## config.mk

```make
export PLATFORM = sky130hd
export DESIGN_NAME = pipeline_hazard_ctrl
export DESIGN_NICKNAME = d
export VERILOG_FILES = /design/src/rtl/cpu_types_pkg.sv /design/src/rtl/pipeline_hazard_ctrl_hazard_detect.sv /design/src/rtl/pipeline_hazard_ctrl.sv
export SDC_FILE = /design/constraint.sdc
export NUM_CORES = 1
export LEC_CHECK = 0
export ABC_CLOCK_PERIOD_IN_PS = 3000
export BUFFER_PORTS_ARGS = -buffer_cell sky130_fd_sc_hd__buf_2
export CORE_MARGIN = 2
export CORE_UTILIZATION = 47
export DETAILED_ROUTE_END_ITERATION = 16
export PLACE_DENSITY = 0.82
export RECOVER_POWER = 100
export SYNTH_ARGS = -nofsm -noshare
export SYNTH_HDL_FRONTEND = slang
export SYNTH_HIERARCHICAL = 1
export SYNTH_SLANG_ARGS = --single-unit
```

## constraint.sdc

```tcl
create_clock -name CLK -period 3 [get_ports CLK]
set_clock_uncertainty 0.15 [all_clocks]
set_input_delay 0.6 -clock CLK [delete_from_list [all_inputs] [get_ports CLK]]
set_output_delay 0.6 -clock CLK [all_outputs]
set_load 0.02 [all_outputs]
```

## src/rtl/cpu_types_pkg.sv

```systemverilog
// Shared CPU types: register index type and hazard-controller state encoding.
package cpu_types_pkg;

  typedef logic [4:0] regbits_t;

  typedef enum logic [2:0] {
    RUN      = 3'd0,
    MEM_WAIT = 3'd1,
    LOAD_USE = 3'd2,
    REDIRECT = 3'd3,
    HALTED   = 3'd4
  } hctrl_state_t;

  localparam logic [15:0] STALL_MAX = 16'hFFFF;

endpackage

```

## src/rtl/pipeline_hazard_ctrl_hazard_detect.sv

```systemverilog
// Load-use detector: a load in ID/EX whose destination feeds the IF/ID instruction.
module hazard_detect
  import cpu_types_pkg::*;
(
  input  logic     idex_dREN,
  input  regbits_t idex_rt,
  input  regbits_t ifid_rs,
  input  regbits_t ifid_rt,
  input  logic     ifid_uses_rt,
  output logic     load_use
);

  // $0 is hardwired, so a load targeting it never creates a dependency.
  assign load_use = idex_dREN && (idex_rt != '0) &&
                    ((idex_rt == ifid_rs) || (ifid_uses_rt && (idex_rt == ifid_rt)));

endmodule

```

## src/rtl/pipeline_hazard_ctrl.sv

```systemverilog
// Pipeline hazard controller: per-register enables/flushes, stall counter, sticky halt.
module pipeline_hazard_ctrl
  import cpu_types_pkg::*;
(
  input  logic         CLK,
  input  logic         nRST,
  input  logic         ihit,
  input  logic         dhit,
  input  logic         dmem_req,
  input  logic         idex_dREN,
  input  regbits_t     idex_rt,
  input  regbits_t     ifid_rs,
  input  regbits_t     ifid_rt,
  input  logic         ifid_uses_rt,
  input  logic         redirect,
  input  logic         wb_halt,
  output logic         pc_en,
  output logic         ifid_en,
  output logic         ifid_flush,
  output logic         idex_en,
  output logic         idex_flush,
  output logic         exmem_en,
  output logic         exmem_flush,
  output logic         memwb_en,
  output logic         halt_out,
  output hctrl_state_t state,
  output logic [15:0]  stall_count
);

  hctrl_state_t next_state;
  logic load_use;
  logic evaluate;
  logic pc_en_c, ifid_en_c, idex_en_c, exmem_en_c, memwb_en_c;
  logic ifid_flush_c, idex_flush_c, exmem_flush_c;

  hazard_detect u_hazard_detect (
    .idex_dREN    (idex_dREN),
    .idex_rt      (idex_rt),
    .ifid_rs      (ifid_rs),
    .ifid_rt      (ifid_rt),
    .ifid_uses_rt (ifid_uses_rt),
    .load_use     (load_use)
  );

  always_ff @(posedge CLK or negedge nRST) begin
    if (!nRST) state <= RUN;
    else       state <= next_state;
  end

  // The dhit cycle of MEM_WAIT resolves exactly like RUN so pending redirects are kept.
  assign evaluate = (state == RUN) || (state == LOAD_USE) || (state == REDIRECT) ||
                    ((state == MEM_WAIT) && dhit);

  always_comb begin
    next_state    = state;
    pc_en_c       = 1'b0;
    ifid_en_c     = 1'b0;
    idex_en_c     = 1'b0;
    exmem_en_c    = 1'b0;
    memwb_en_c    = 1'b0;
    ifid_flush_c  = 1'b0;
    idex_flush_c  = 1'b0;
    exmem_flush_c = 1'b0;
    if (evaluate) begin
      if (wb_halt) begin
        next_state = HALTED;
      end else if (dmem_req && !dhit) begin
        next_state = MEM_WAIT;
      end else if (redirect) begin
        next_state    = REDIRECT;
        pc_en_c       = 1'b1;
        ifid_en_c     = 1'b1;
        idex_en_c     = 1'b1;
        exmem_en_c    = 1'b1;
        memwb_en_c    = 1'b1;
        ifid_flush_c  = 1'b1;
        idex_flush_c  = 1'b1;
        exmem_flush_c = 1'b1;
      end else if (load_use && (state != REDIRECT)) begin
        next_state   = LOAD_USE;
        idex_en_c    = 1'b1;
        exmem_en_c   = 1'b1;
        memwb_en_c   = 1'b1;
        idex_flush_c = 1'b1;
      end else if (!ihit) begin
        next_state   = RUN;
        ifid_en_c    = 1'b1;
        idex_en_c    = 1'b1;
        exmem_en_c   = 1'b1;
        memwb_en_c   = 1'b1;
        ifid_flush_c = 1'b1;
      end else begin
        next_state = RUN;
        pc_en_c    = 1'b1;
        ifid_en_c  = 1'b1;
        idex_en_c  = 1'b1;
        exmem_en_c = 1'b1;
        memwb_en_c = 1'b1;
      end
    end
  end

  // Reset must silence the Mealy outputs immediately, independent of the clock.
  assign pc_en       = nRST & pc_en_c;
  assign ifid_en     = nRST & ifid_en_c;
  assign idex_en     = nRST & idex_en_c;
  assign exmem_en    = nRST & exmem_en_c;
  assign memwb_en    = nRST & memwb_en_c;
  assign ifid_flush  = nRST & ifid_flush_c;
  assign idex_flush  = nRST & idex_flush_c;
  assign exmem_flush = nRST & exmem_flush_c;
  assign halt_out    = (state == HALTED);

  always_ff @(posedge CLK or negedge nRST) begin
    if (!nRST) begin
      stall_count <= '0;
    end else if (!pc_en && (state != HALTED) && (stall_count != STALL_MAX)) begin
      stall_count <= stall_count + 16'd1;
    end
  end

endmodule

```

---- After elaboration in Yosys (flattened, before gate mapping) ----
Cells that the tools add are included.
storage, ports and cells
  flip-flop bits (word level) ............. 19
operators by class
  multiplexer cells ....................... 33
  equality and inequality tests ........... 9
  bitwise gates (word level) .............. 6
  reduce and logical (&&, ||, !) cells .... 16
  $add $sub $neg .......................... 1
operator list
  cell                     count
  $mux W1                  29
  $add A16 B1 Y16 const B  1
  $ne A16 B16 Y1 const B   1
  $eq A5 B5 Y1             2
  $logic_and A1 B1 Y1      8
  $and A1 B1 Y1            6
  $eq A3 B2 Y1 const B     2
  $mux W2                  3
  $reduce_bool A5 Y1       1
  $logic_or A1 B1 Y1       4
  $eq A3 B1 Y1 const B     1
  $eq A3 B3 Y1 const B     1
  $logic_not A3 Y1         1
  $mux W3                  1
  $ne A3 B2 Y1 const B     1
  $ne A3 B3 Y1 const B     1
  $logic_not A1 Y1         2

---- Logic depth before layout (Yosys ltp) ----
  depth in word-level cells ............... 14
  mapped depth ............................ 10
  depth with buffers taken out ............ 9

---- Hierarchy ----
Netlist, hierarchy kept.
modules (own cells, without submodules)
  module                area an instance (um^2)  times used  cells each  sequential area each (um^2)
  pipeline_hazard_ctrl  1,071.0                  1           103         475.5
  hazard_detect         132.6                    1           17          0.0

---- Worst setup path before layout ----
Ideal clock, no wire load.
  kind .................................... input-to-output
  start point ............................. in idex_rt[1]
  end point ............................... out pc_en
  data arrival time ....................... 2,086 ps
  data required time ...................... 2,250 ps
  cell stages on the path ................. 7
  path buffers ............................ 0
  path slack .............................. 164 ps
  cell sequence ........................... or4_1 o21ai_1 a21oi_1 or2b_1 o311a_1 or2_2 inv_1
on the way
  word-level cells in the longest chain between the ends .. 11
  elaborated cells on any way between the ends .. 14
  classes of those cells .................. eq/ne: 2; mux: 5; bitwise: 1; reduce/logical: 6
ends and longest elaborated chain
  element                  RTL line                                  text
  from (decl)              pipeline_hazard_ctrl.sv:11                input regbits_t idex_rt,
  $eq A5 B5 Y1             pipeline_hazard_ctrl_hazard_detect.sv:15  ((idex_rt == ifid_rs) || (ifid_uses_rt && (idex_rt == ifid_rt)));
  $logic_and A1 B1 Y1      pipeline_hazard_ctrl_hazard_detect.sv:15
  $logic_or A1 B1 Y1       pipeline_hazard_ctrl_hazard_detect.sv:15
  $logic_and A1 B1 Y1 (*)  pipeline_hazard_ctrl_hazard_detect.sv:14  assign load_use = idex_dREN && (idex_rt != '0) &&
  via load_use             pipeline_hazard_ctrl.sv:31                logic load_use;
  $logic_and A1 B1 Y1 (*)  pipeline_hazard_ctrl.sv:79                end else if (load_use && (state != REDIRECT)) begin
  $mux W1 (*)              pipeline_hazard_ctrl.sv:79
  $mux W1 (*)              pipeline_hazard_ctrl.sv:69                end else if (redirect) begin
  $mux W1 (*)              pipeline_hazard_ctrl.sv:67                end else if (dmem_req && !dhit) begin
  $mux W1 (*)              pipeline_hazard_ctrl.sv:65                if (wb_halt) begin
  $mux W1 (*)              pipeline_hazard_ctrl.sv:64                if (evaluate) begin
  $and A1 B1 Y1 (*)        pipeline_hazard_ctrl.sv:104               assign pc_en = nRST & pc_en_c;
  to (decl)                pipeline_hazard_ctrl.sv:17                output logic pc_en,
Mark *: on every way through the listed nets, which the timed path passes. The rest lies on a longest branch.

---- Worst setup path in the final report ----
Ends and elaborated chain as after synthesis.

==> run metrics <==
Synth area leader dfrtp_1; Setup crit start kind primary input; status finished, final reports clean; CTS tree built; clock sink total 19; synthesized area per cell 10.03 um^2; CTS buffer count 3; DRT Pass-1 Iters 5; Area after DPL 1515 um^2; die height 54.61 um; uppermost layer routed met4; post_cts resized 0; # Max-Cap Violations 0; routed len/inst 13.13 um; Initial Util 49.03%; GPL Wtd Cong 0.7537; Finished Layout Cells 208; Worst EP required 2.25 ns; Worst path top cell family by delay simple AND/OR/NAND/NOR gates; post-route cell area 1471 um^2; area share of the largest cell type after synthesis 39.50%; setup TNS 0 ns; H-tree lvl count 1; Post-Syn Area 1204 um^2; RSZ-0062 raised after global routing false; Peak VDD IR 0.4928 mV; Ys Warns 6; fin crit share 97.02%; Vias/cell 5.226; max-slew violations 0; PD cells 548.6 nW/um^2; worst min path class reg2reg; DRC errors left 0; Worst slew margin 36.40%; Hold WS 0.3623 ns; Final ANT Viol Nets 0; total grt overflow 0; Syn-to-layout area delta 22.25%; core box area 2455 um^2; Die Wd 54.61 um; Post-synth ARST share 100.0%; Via Count 1,087; Tightest Pin Transition 0.9540 ns; FMAX 0.3436 GHz; setup bufs post-CTS 0; Total GRT Usage 18.97%; final worst path period need 2.910 ns; vias in the first global route 940; Crit. End Element output port; max incr delay on CP 0.52 ns; metal1 wirelength 1108 um; Final Power 807.2 uW; dpl ws 0.009286 ns; antenna cells 0; CTS Buffer Depth 2; Main synth FF type dfrtp_1; wire length on met2 1409 um; Final Hold Vio Count 0; pin count of the biggest net entering global routing 20; EDFF count, synth 0; Worst Path Max Fanout 2; synthesized instance count 120; Initial DRC Count 23; initial antenna violation count 0; first-pass GRT wire length 3967 um; DP Cell Count 204; critical path type in2out; FF+latch count, synth 19; met3 routed WL 166 um; CTS root buf clkbuf_4; Cell Rows 18; Critical Path AT 2.16 ns; layout cells sized above 1 23.60%; Final setup viols 0; WL final 2732 um; nets 204; Reg2Reg Setup Slack 0.62 ns; worst-path cell with the longest stage delay or4_1; top post-synthesis cells by area dfrtp_1 40%, xnor2_1 12%, xor2_1 5.1%; Buf/Inv on CP 3; dpl hpwl 2213 um; IO buf count 51; DIE AREA 2982 um^2; clock insertion delay at the later pin of the skew report 0.30 ns; cts hold-fix bufs 0; register area share after synthesis 39.50%; synth unique cells 38; crit-path cells buf_2 > or4_1 > o21ai_1 > a21oi_1 > or2b_1 > o311a_1 > or2_4 > inv_2 > buf_6; clock-pin slew on the worst setup and hold paths 0.10 ns; final worst setup slack 0.08952 ns; utilization after layout 59.94%; Top Ports 52; Leak Pwr 0.6567 nW; Mapped Nets 145
[cells in the mapped netlist (2+ instances only)]
master   instances
nor2_1          11
nand3_1         11
and3_1           3
inv_1            4
o21ai_0          4
nand4_1          5
and2_1           3
buf_4            2
xor2_1           7
nand2_1          8
xnor2_1         16
a21oi_1          2
dfrtp_1         19
[cells by family (layout without fill, tap and decap cells)]
group           count (synthesis)  in the layout  synth area share [%]
buf+inv                         8             66                 3.741
xor+xnor                       23             23                 16.74
fa+ha+maj                       1              1                 1.039
simple gates                   56             56                 29.21
mux                             3              3                 3.118
flops                          19             19                 39.50
compound gates                 10             10                 6.653
[power breakdown]
group | internal, mW | switching (mW) | leakage [nW]
sequential | 0.307 | 0.0688 | 0.245
combinational | 0.116 | 0.183 | 0.398
clock | 0.0508 | 0.0816 | 0.0139
[worst reg2reg max path, delay by kind of cell (launching register included)]
family / cells / cell delay, ns
xor gates and xnor gates: 1 / 0.15
DFF: 1 / 0.45
AOI/OAI and AO/OA: 1 / 0.30
buffers and inverters: 1 / 0.33
and+or+nand+nor: 3 / 0.89
[metal layers]
| layer | up-vias | global-route usage (%) |
|---|---|---|
| met1 | 501 | 23.64 |
| met3 | 6 | 3.005 |
| met2 | 50 | 32.54 |
| met4 | 0 | 7.500 |
| li1 | 530 | - |
| met5 | - | 0 |
[layout by cell type, fill, tap and decap left out, drive strengths merged, types with 2 or more instances in the layout]
cell type and instances:
clkbuf 35, buf 25, dfrtp 19, xnor2 16, nor2 11, nand3 11, nand2 9, xor2 7
nand4 6, inv 5, o21ai 5, and2 3, and3 3, mux2 3, a21oi 2, and4 2
nor3 2
[path summary, 6_finish.rpt]
path                                             start                     endpoint  cells after the start
max                                         idex_rt[1]                        pc_en                      9
min                        stall_count[11]$_DFFE_PN0P_  stall_count[11]$_DFFE_PN0P_                      1
max reg2reg                       state[1]$_DFFE_PN0N_  stall_count[11]$_DFFE_PN0P_                      6
min reg2reg                stall_count[11]$_DFFE_PN0P_  stall_count[11]$_DFFE_PN0P_                      1
max in group asynchronous                         nRST  stall_count[13]$_DFFE_PN0P_                      2
min in group asynchronous                         nRST         state[2]$_DFFE_PN0N_                      2
[registers in the layout, summed over array words and instances (netlist names)]
register     count
stall_count     16
state            3
[cell type report]
type / count / area [um^2]
clock inverters: 1 / 7.507
flip-flops and latches: 19 / 475.5
clock buffers: 3 / 22.52
multi-input cells: 93 / 650.6
repair buffers: 57 / 259.0
well taps: 30 / 37.54
inverters: 5 / 18.77
fillers: 229 / 983.4
Note: power is estimated with default switching activity, not from simulation.
